--- src/rtl/axi4l_pkg.sv ---
// rtl/axi4l_pkg.sv - shared AXI4-Lite response codes and write-arbiter state encoding
package axi4l_pkg;

    localparam logic [1:0] RESP_OKAY   = 2'b00;
    localparam logic [1:0] RESP_SLVERR = 2'b10;

    typedef enum logic [1:0] {
        IDLE   = 2'd0,
        XFER   = 2'd1,
        WAIT_B = 2'd2
    } arb_state_t;

endpackage

--- src/rtl/rr_arbiter2.sv ---
// rtl/rr_arbiter2.sv - two-requester grant select; AXI4L_WR_ARB_RR_EN selects round-robin, else fixed priority
module rr_arbiter2 (
    input  logic [1:0] req,
`ifdef AXI4L_WR_ARB_RR_EN
    input  logic       last_grant,
`endif
    output logic       grant_idx
);

`ifdef AXI4L_WR_ARB_RR_EN
    // On contention the requester that was not served last wins.
    always_comb begin
        if (req == 2'b11) begin
            grant_idx = ~last_grant;
        end else begin
            grant_idx = req[1] & ~req[0];
        end
    end
`else
    assign grant_idx = req[1] & ~req[0];
`endif

endmodule

--- src/rtl/axi4l_wr_arbiter.sv ---
// rtl/axi4l_wr_arbiter.sv - two-to-one AXI4-Lite write-channel arbiter; grant held through B
// AXI4L_WR_ARB_RR_EN defined selects round-robin arbitration, otherwise master 0 has fixed priority.
module axi4l_wr_arbiter
    import axi4l_pkg::*;
#(
    parameter int AXI_DATA_WIDTH = 32,
    parameter int AXI_ADDR_WIDTH = 4,
    parameter int AXI_STRB_WIDTH = AXI_DATA_WIDTH / 8
) (
    input  logic                      i_axi_clock,
    input  logic                      i_axi_aresetn,
    input  logic [AXI_ADDR_WIDTH-1:0] i_s0_awaddr,
    input  logic [2:0]                i_s0_awprot,
    input  logic                      i_s0_awaddr_valid,
    output logic                      o_s0_awaddr_ready,
    input  logic [AXI_DATA_WIDTH-1:0] i_s0_wdata,
    input  logic [AXI_STRB_WIDTH-1:0] i_s0_wstrb,
    input  logic                      i_s0_wdata_valid,
    output logic                      o_s0_wdata_ready,
    output logic [1:0]                o_s0_bresp,
    output logic                      o_s0_bvalid,
    input  logic                      i_s0_bready,
    input  logic [AXI_ADDR_WIDTH-1:0] i_s1_awaddr,
    input  logic [2:0]                i_s1_awprot,
    input  logic                      i_s1_awaddr_valid,
    output logic                      o_s1_awaddr_ready,
    input  logic [AXI_DATA_WIDTH-1:0] i_s1_wdata,
    input  logic [AXI_STRB_WIDTH-1:0] i_s1_wstrb,
    input  logic                      i_s1_wdata_valid,
    output logic                      o_s1_wdata_ready,
    output logic [1:0]                o_s1_bresp,
    output logic                      o_s1_bvalid,
    input  logic                      i_s1_bready,
    output logic [AXI_ADDR_WIDTH-1:0] o_m_awaddr,
    output logic [2:0]                o_m_awprot,
    output logic                      o_m_awaddr_valid,
    input  logic                      i_m_awaddr_ready,
    output logic [AXI_DATA_WIDTH-1:0] o_m_wdata,
    output logic [AXI_STRB_WIDTH-1:0] o_m_wstrb,
    output logic                      o_m_wdata_valid,
    input  logic                      i_m_wdata_ready,
    input  logic [1:0]                i_m_bresp,
    input  logic                      i_m_bvalid,
    output logic                      o_m_bready,
    output logic [1:0]                o_grant
);

    arb_state_t state, state_nxt;
    logic       gidx, gidx_nxt;
    logic       aw_done, aw_done_nxt;
    logic       w_done, w_done_nxt;
    logic [1:0] req;
    logic       win;
`ifdef AXI4L_WR_ARB_RR_EN
    logic       last_grant, last_grant_nxt;
`endif

    logic                      sel_awv, sel_wv, sel_bready;
    logic [AXI_ADDR_WIDTH-1:0] sel_awaddr;
    logic [2:0]                sel_awprot;
    logic [AXI_DATA_WIDTH-1:0] sel_wdata;
    logic [AXI_STRB_WIDTH-1:0] sel_wstrb;
    logic                      in_xfer, in_wait_b;
    logic                      aw_rdy, w_rdy, b_vld;
    logic                      aw_hs, w_hs, b_hs;

    assign req = {i_s1_awaddr_valid | i_s1_wdata_valid, i_s0_awaddr_valid | i_s0_wdata_valid};

    rr_arbiter2 u_arb (
        .req        (req),
`ifdef AXI4L_WR_ARB_RR_EN
        .last_grant (last_grant),
`endif
        .grant_idx  (win)
    );

    assign sel_awv    = gidx ? i_s1_awaddr_valid : i_s0_awaddr_valid;
    assign sel_awaddr = gidx ? i_s1_awaddr       : i_s0_awaddr;
    assign sel_awprot = gidx ? i_s1_awprot       : i_s0_awprot;
    assign sel_wv     = gidx ? i_s1_wdata_valid  : i_s0_wdata_valid;
    assign sel_wdata  = gidx ? i_s1_wdata        : i_s0_wdata;
    assign sel_wstrb  = gidx ? i_s1_wstrb        : i_s0_wstrb;
    assign sel_bready = gidx ? i_s1_bready       : i_s0_bready;

    assign in_xfer   = (state == XFER);
    assign in_wait_b = (state == WAIT_B);

    // Each channel goes quiet once its handshake is done so a held valid cannot repeat it.
    assign o_m_awaddr_valid = in_xfer & ~aw_done & sel_awv;
    assign o_m_awaddr       = o_m_awaddr_valid ? sel_awaddr : '0;
    assign o_m_awprot       = o_m_awaddr_valid ? sel_awprot : 3'b000;
    assign o_m_wdata_valid  = in_xfer & ~w_done & sel_wv;
    assign o_m_wdata        = o_m_wdata_valid ? sel_wdata : '0;
    assign o_m_wstrb        = o_m_wdata_valid ? sel_wstrb : '0;
    assign o_m_bready       = in_wait_b & sel_bready;

    assign aw_rdy = in_xfer & ~aw_done & i_m_awaddr_ready;
    assign w_rdy  = in_xfer & ~w_done & i_m_wdata_ready;
    assign b_vld  = in_wait_b & i_m_bvalid;

    assign o_s0_awaddr_ready = aw_rdy & ~gidx;
    assign o_s1_awaddr_ready = aw_rdy & gidx;
    assign o_s0_wdata_ready  = w_rdy & ~gidx;
    assign o_s1_wdata_ready  = w_rdy & gidx;
    assign o_s0_bvalid       = b_vld & ~gidx;
    assign o_s1_bvalid       = b_vld & gidx;
    assign o_s0_bresp        = (in_wait_b & ~gidx) ? i_m_bresp : RESP_OKAY;
    assign o_s1_bresp        = (in_wait_b & gidx) ? i_m_bresp : RESP_OKAY;
    assign o_grant           = (state == IDLE) ? 2'b00 : {gidx, ~gidx};

    assign aw_hs = o_m_awaddr_valid & i_m_awaddr_ready;
    assign w_hs  = o_m_wdata_valid & i_m_wdata_ready;
    assign b_hs  = i_m_bvalid & o_m_bready;

    always_ff @(posedge i_axi_clock or negedge i_axi_aresetn) begin
        if (!i_axi_aresetn) begin
            state      <= IDLE;
            gidx       <= 1'b0;
            aw_done    <= 1'b0;
            w_done     <= 1'b0;
`ifdef AXI4L_WR_ARB_RR_EN
            last_grant <= 1'b1;
`endif
        end else begin
            state      <= state_nxt;
            gidx       <= gidx_nxt;
            aw_done    <= aw_done_nxt;
            w_done     <= w_done_nxt;
`ifdef AXI4L_WR_ARB_RR_EN
            last_grant <= last_grant_nxt;
`endif
        end
    end

    always_comb begin
        state_nxt      = state;
        gidx_nxt       = gidx;
        aw_done_nxt    = aw_done;
        w_done_nxt     = w_done;
`ifdef AXI4L_WR_ARB_RR_EN
        last_grant_nxt = last_grant;
`endif
        case (state)
            IDLE: begin
                if (|req) begin
                    gidx_nxt    = win;
                    aw_done_nxt = 1'b0;
                    w_done_nxt  = 1'b0;
                    state_nxt   = XFER;
                end
            end
            XFER: begin
                aw_done_nxt = aw_done | aw_hs;
                w_done_nxt  = w_done | w_hs;
                if (aw_done_nxt && w_done_nxt) begin
                    state_nxt = WAIT_B;
                end
            end
            WAIT_B: begin
                if (b_hs) begin
`ifdef AXI4L_WR_ARB_RR_EN
                    last_grant_nxt = gidx;
`endif
                    state_nxt = IDLE;
                end
            end
            default: state_nxt = IDLE;
        endcase
    end

endmodule

--- config.mk ---
export PLATFORM = sky130hd
export DESIGN_NAME = axi4l_wr_arbiter
export DESIGN_NICKNAME = d
export VERILOG_FILES = /design/src/rtl/axi4l_pkg.sv /design/src/rtl/rr_arbiter2.sv /design/src/rtl/axi4l_wr_arbiter.sv
export SDC_FILE = /design/constraint.sdc
export NUM_CORES = 1
export LEC_CHECK = 0
export BUFFER_PORTS_ARGS = -buffer_cell sky130_fd_sc_hd__buf_2
export CORE_UTILIZATION = 36
export DETAILED_ROUTE_END_ITERATION = 8
export GPL_TIMING_DRIVEN = 0
export PLACE_DENSITY = 0.85
export SLEW_MARGIN = 5
export SYNTH_ARGS = -nofsm -noshare
export SYNTH_HDL_FRONTEND = slang
export SYNTH_SLANG_ARGS = --single-unit
--- constraint.sdc ---
create_clock -name i_axi_clock -period 3.3 [get_ports i_axi_clock]
set_input_delay 0.33 -clock i_axi_clock [delete_from_list [all_inputs] [get_ports i_axi_clock]]
set_output_delay 0.33 -clock i_axi_clock [all_outputs]
set_load 0.1 [all_outputs]
### Word-level counts from Yosys, hierarchy flattened

Index checks and enable logic that the tools add are counted.

* register bits after elaboration: 5
* word-level logic and storage cells: 65

* equal/unequal tests: 5
* muxes and demuxes: 21
* bitwise gates (word level): 28
* reduce and logical (&&, ||, !) cells: 7

Operators with widths (count)
* 2-to-1 mux 32 bit: 2
* bitwise AND 1 bit: 20
* 2-to-1 mux 4 bit: 4
* 2-to-1 mux 2 bit: 6
* 2-to-1 mux 3 bit: 2
* != test 2 x 1 -> 1 bit (second input constant): 3
* case mux 2 bit (3 select lines): 1
* 2-to-1 mux 1 bit: 4
* inverter 1 bit: 4
* bitwise OR 1 bit: 4
* case mux 1 bit (2 select lines): 2
* AND reduction 2 bit: 2
* AND reduction 3 bit: 1
* == test 2 x 1 -> 1 bit (second input constant): 1
* == test 2 bit (second input constant): 1
* zero test 2 bit: 1
* nonzero test 2 bit: 1
* OR reduction 2 bit: 1
* logical AND 1 bit: 1

### Depth between registers and ports, before layout

* word-level depth: 8
* depth in mapped cells: 6

### Cells and area by module

Synthesis repeated with hierarchy kept, for this count alone.

* cells, all modules: 151
* area, all modules: 1107.3 sq um

Modules (own cells, without submodules)
* axi4l_wr_arbiter: times used 1, cells an instance 150, area an instance 1093.5 sq um, sequential area each 125.1 sq um
* rr_arbiter2: times used 1, cells an instance 1, area an instance 13.8 sq um, sequential area each 0.0 sq um

### Least setup slack after synthesis

Ideal clock, no wire load.

* path kind: register to output
* start point: reg gidx
* end point: out o_s0_awaddr_ready
* data arrival time: 3.946 ns
* required time: 2.970 ns
* path slack: -0.976 ns
* cell stages (with the launch flop): 4
* cells stage by stage: dfrtp_1 > buf_2 > buf_1 > nor4b_1

* longest elaborated chain between the ends: 2

RTL lines
* start, declared: RTL line axi4l_wr_arbiter.sv:49 `logic gidx, gidx_nxt;`
* start signal, assigned: RTL line axi4l_wr_arbiter.sv:126 `gidx <= gidx_nxt;`
* inverter 1 bit: RTL line axi4l_wr_arbiter.sv:101 `assign o_s0_awaddr_ready = aw_rdy & ~gidx;`
* bitwise AND 1 bit: RTL line axi4l_wr_arbiter.sv:101
* end, declared: RTL line axi4l_wr_arbiter.sv:15 `output logic o_s0_awaddr_ready,`

No other way between the ends.

### Final worst setup path

* start point: reg state[1]
* end point: out o_m_wdata[5]

* longest elaborated chain between the ends: 4

RTL lines
* start, declared: RTL line axi4l_wr_arbiter.sv:48 `arb_state_t state, state_nxt;`
* start signal, assigned: RTL line axi4l_wr_arbiter.sv:125 `state <= state_nxt;`
* == test 2 x 1 -> 1 bit: RTL line axi4l_wr_arbiter.sv:85 `assign in_xfer = (state == XFER);`
* bitwise AND 1 bit (2 in series): RTL line axi4l_wr_arbiter.sv:92 `assign o_m_wdata_valid = in_xfer & ~w_done & sel_wv;`
* 2-to-1 mux 32 bit: RTL line axi4l_wr_arbiter.sv:93 `assign o_m_wdata = o_m_wdata_valid ? sel_wdata : '0;`
* end, declared: RTL line axi4l_wr_arbiter.sv:38 `output logic [AXI_DATA_WIDTH-1:0] o_m_wdata,`

No other way between the ends.

==> flow_metrics.env <==
export IMPL_grt_pass1_wl_um=6350
export IMPL_hold_violations=0
export IMPL_wl_met1_um=1420
export IMPL_required_ps=2970
export IMPL_sequentialPowerShare_pct=4.5
export IMPL_ys_warnings_count=0
export IMPL_gp_congestion=0.735
export IMPL_pwr_share_comb_pct=92.9
export IMPL_top_layer="met4"
export IMPL_mostFrequentLayoutCell="buf_2"
export IMPL_avgSynthCellArea_um2=9.14
export IMPL_finalCritPeriodShare_pct=71.7
export IMPL_hp_class="in2reg"
export IMPL_cts_clk_slew_worst_paths_ps=40
export IMPL_drt_iter0_drc=24
export IMPL_min_period_ps=2370
export IMPL_netlist_area_um2=1320
export IMPL_rsz0062_at_grt="false"
export IMPL_n_antenna_cell=0
export IMPL_pwr_share_clk_pct=2.6
export IMPL_worst_ep_arrival_time_ps=2040
export IMPL_synth_area_leader_cell="mux2i_1"
export IMPL_p_leak_nw=1.25
export IMPL_skew_ps=0.273
export IMPL_fin_nets=405
export IMPL_wl_per_cell_um=10.9
export IMPL_syn_instance_count=144
export IMPL_worst_pin_slew_ps=672
export IMPL_synth_area_leaders="mux2i_1 33%, nor2_4 25%, dfrtp_1 9.5%"
export IMPL_num_rows=21
export IMPL_p_per_area_nw_per_um2=1250
export IMPL_max_stage_delay_ps=430
export IMPL_final_max_slew_viol_count=0
export IMPL_post_cts_setup_buffer_count=0
export IMPL_route_met3_wl_um=370
export IMPL_clockBufferDepth=2
export IMPL_wirelength_um=3820
export IMPL_synth_top_area_share_pct=33.5
export IMPL_path_cells="and2b_4, and2_4, nand2b_2, buf_6, buf_12, nor2_4, buf_2"
export IMPL_seq_area_frac_synth_pct=9.51
export IMPL_placement_io_buffers=156
export IMPL_r2r_start="gidx$_DFFE_PN0P_"
export IMPL_ant_nets=0
export IMPL_maxCapViolCount=0
export IMPL_ys_ff_latch=5
export IMPL_via_per_inst=4.64
export IMPL_crit_family="buffers and inverters"
export IMPL_syn_nets=243
export IMPL_worstHoldStart="i_m_wdata_ready"
export IMPL_fill_cells=316
export IMPL_slew_limit_headroom_pct=54.6
export IMPL_cpMaxStageDelayCell="dfrtp_1"
export IMPL_synth_distinct_cells=28
export IMPL_first_global_vias=1576
export IMPL_fp_dieW_um=62.5
export IMPL_grt_max_degree=11
export IMPL_cts_tree="built"
export IMPL_status="finished clean"
export IMPL_crit_fanout=10
export IMPL_crit_type="reg2out"
export IMPL_via_count=1628
export IMPL_start_kind="flop"
export IMPL_die_h_um=62.5
export IMPL_grt_overflow_total=0
export IMPL_area_growth_pct=66.4
export IMPL_p_int_uw=735
export IMPL_cp_end_kind="output port"
export IMPL_initial_core_util_pct=38.5
export IMPL_ctsRootBufferMaster="clkbuf_4"
export IMPL_startpoint="state[1]$_DFFE_PN0P_"
export IMPL_dr_pass1_iters=4
export IMPL_setup_viol=0
export IMPL_drive_above_1_share_pct=66.9
export IMPL_fin_setup_tns_ps=0
export IMPL_post_route_drc_count=0
export IMPL_clock_sinks=5
export IMPL_antenna_found_initial=0
export IMPL_clk_latency_ps=240
export IMPL_p_sw_mw=2.01
export IMPL_worst_slack_ps=935
export IMPL_path_buf_inv=3
export IMPL_irDropWorstVdd_v=0.000646
export IMPL_met2_length_um=2010
export IMPL_numCtsBuffers=3
export IMPL_io_pins=157
export IMPL_power_mw=2.75
export IMPL_design_core_area_um2=3420
export IMPL_grt_usage_pct=19.3
export IMPL_fin_hold_ws_ps=355
export IMPL_place_ws_ps=1190
export IMPL_htree_levels=1
export IMPL_fmax_ghz=0.423
export IMPL_dp_hpwl_um=3330
export IMPL_post_route_util_pct=64.1
export IMPL_dieArea_um2=3900
export IMPL_mostFrequentLayoutCells="162 x buf_2, 44 x mux2i_1, 29 x nor2_4"
export IMPL_sw_frac_of_total_pct=73.2
-- cell usage after synthesis --
cell type and instances:
mux2i_1 44, nor2_4 29, nor2_1 20, buf_2 6, dfrtp_1 5, nand2_1 4
a22o_1 3, buf_12 3, nor3_1 3, a31oi_1 2, and4b_1 2, mux2_2 2
nand2b_1 2, nor2b_1 2, nor4b_1 2, o21a_1 2, o21ai_0 2, and2_1 1
and2_4 1, and2b_1 1, and2b_4 1, buf_1 1, buf_6 1, inv_1 1
inv_2 1, nand2b_2 1, o41ai_1 1, or2b_1 1
-- worst paths after layout --
check / to / slack [ps] / cells past startpoint
min: w_done$_DFFE_PN0P_ / 360 / 2
max in group asynchronous: aw_done$_DFFE_PN0P_ / 2740 / 2
min reg2reg: aw_done$_DFFE_PN0P_ / 580 / 1
max reg2reg: state[1]$_DFFE_PN0P_ / 1990 / 4
min in group asynchronous: state[0]$_DFFE_PN0P_ / 430 / 2
max: o_m_wdata[5] / 930 / 7
-- power groups by stage --
stage | logic (mW) | clock network (mW) | registers [mW]
finish | 2.55 | 0.0709 | 0.124
global route | 2.65 | 0.0768 | 0.131
CTS | 2.57 | 0.0738 | 0.123
detailed placement | 2.56 | 0 | 0.123
global placement | 2.54 | 0 | 0.123
floorplan | 2.24 | 0 | 0.115
-- logic make-up (layout without fill, tap and decap cells) --
logic type             Yosys count  in the layout  synth area share, %
AOI/OAI and AO/OA               10             10                 5.51
buffers and inverters           13            174                 8.55
DFF                              5              5                 9.51
muxes                           46             46                 35.2
and+or+nand+nor                 70             70                 41.3
-- routing by layer --
metal / global-route usage (%) / vias up
li1: - / 827
met5: 0 / -
met3: 4.74 / 4
met4: 4.07 / 0
met1: 19.8 / 707
met2: 38.6 / 90
-- per-stage QoR --
step / instance area [um^2] / std cells
global route: 2190 / 351
detailed placement: 2150 / 346
floorplan: 1320 / 144
global placement: 2150 / 346
CTS: 2190 / 351
finish: 2190 / 351
-- repair_timing --
item / 4_1_cts / 5_1_grt
hold buffers: 1 / 0
gates resized for setup: 0 / 0
endpoints found under the hold margin: 5 / 0
-- area by class of cell --
type | instances | area, um^2 | share of cell area [%]
Buffer | 11 | 105 | 4.80
Timing Repair Buffer | 157 | 791 | 36.1
Inverter | 2 | 7.51 | 0.343
Tap cell | 46 | 57.6 | 2.63
Sequential cell | 5 | 125 | 5.71
Multi-Input combinational cell | 126 | 1080 | 49.2
Clock buffer | 4 | 26.3 | 1.20
-- state kept, by name, indices dropped and copies added (netlist names) --
signal and flops:
state 2, w_done 1, aw_done 1, gidx 1
Note: power is estimated with default switching activity, not from simulation.
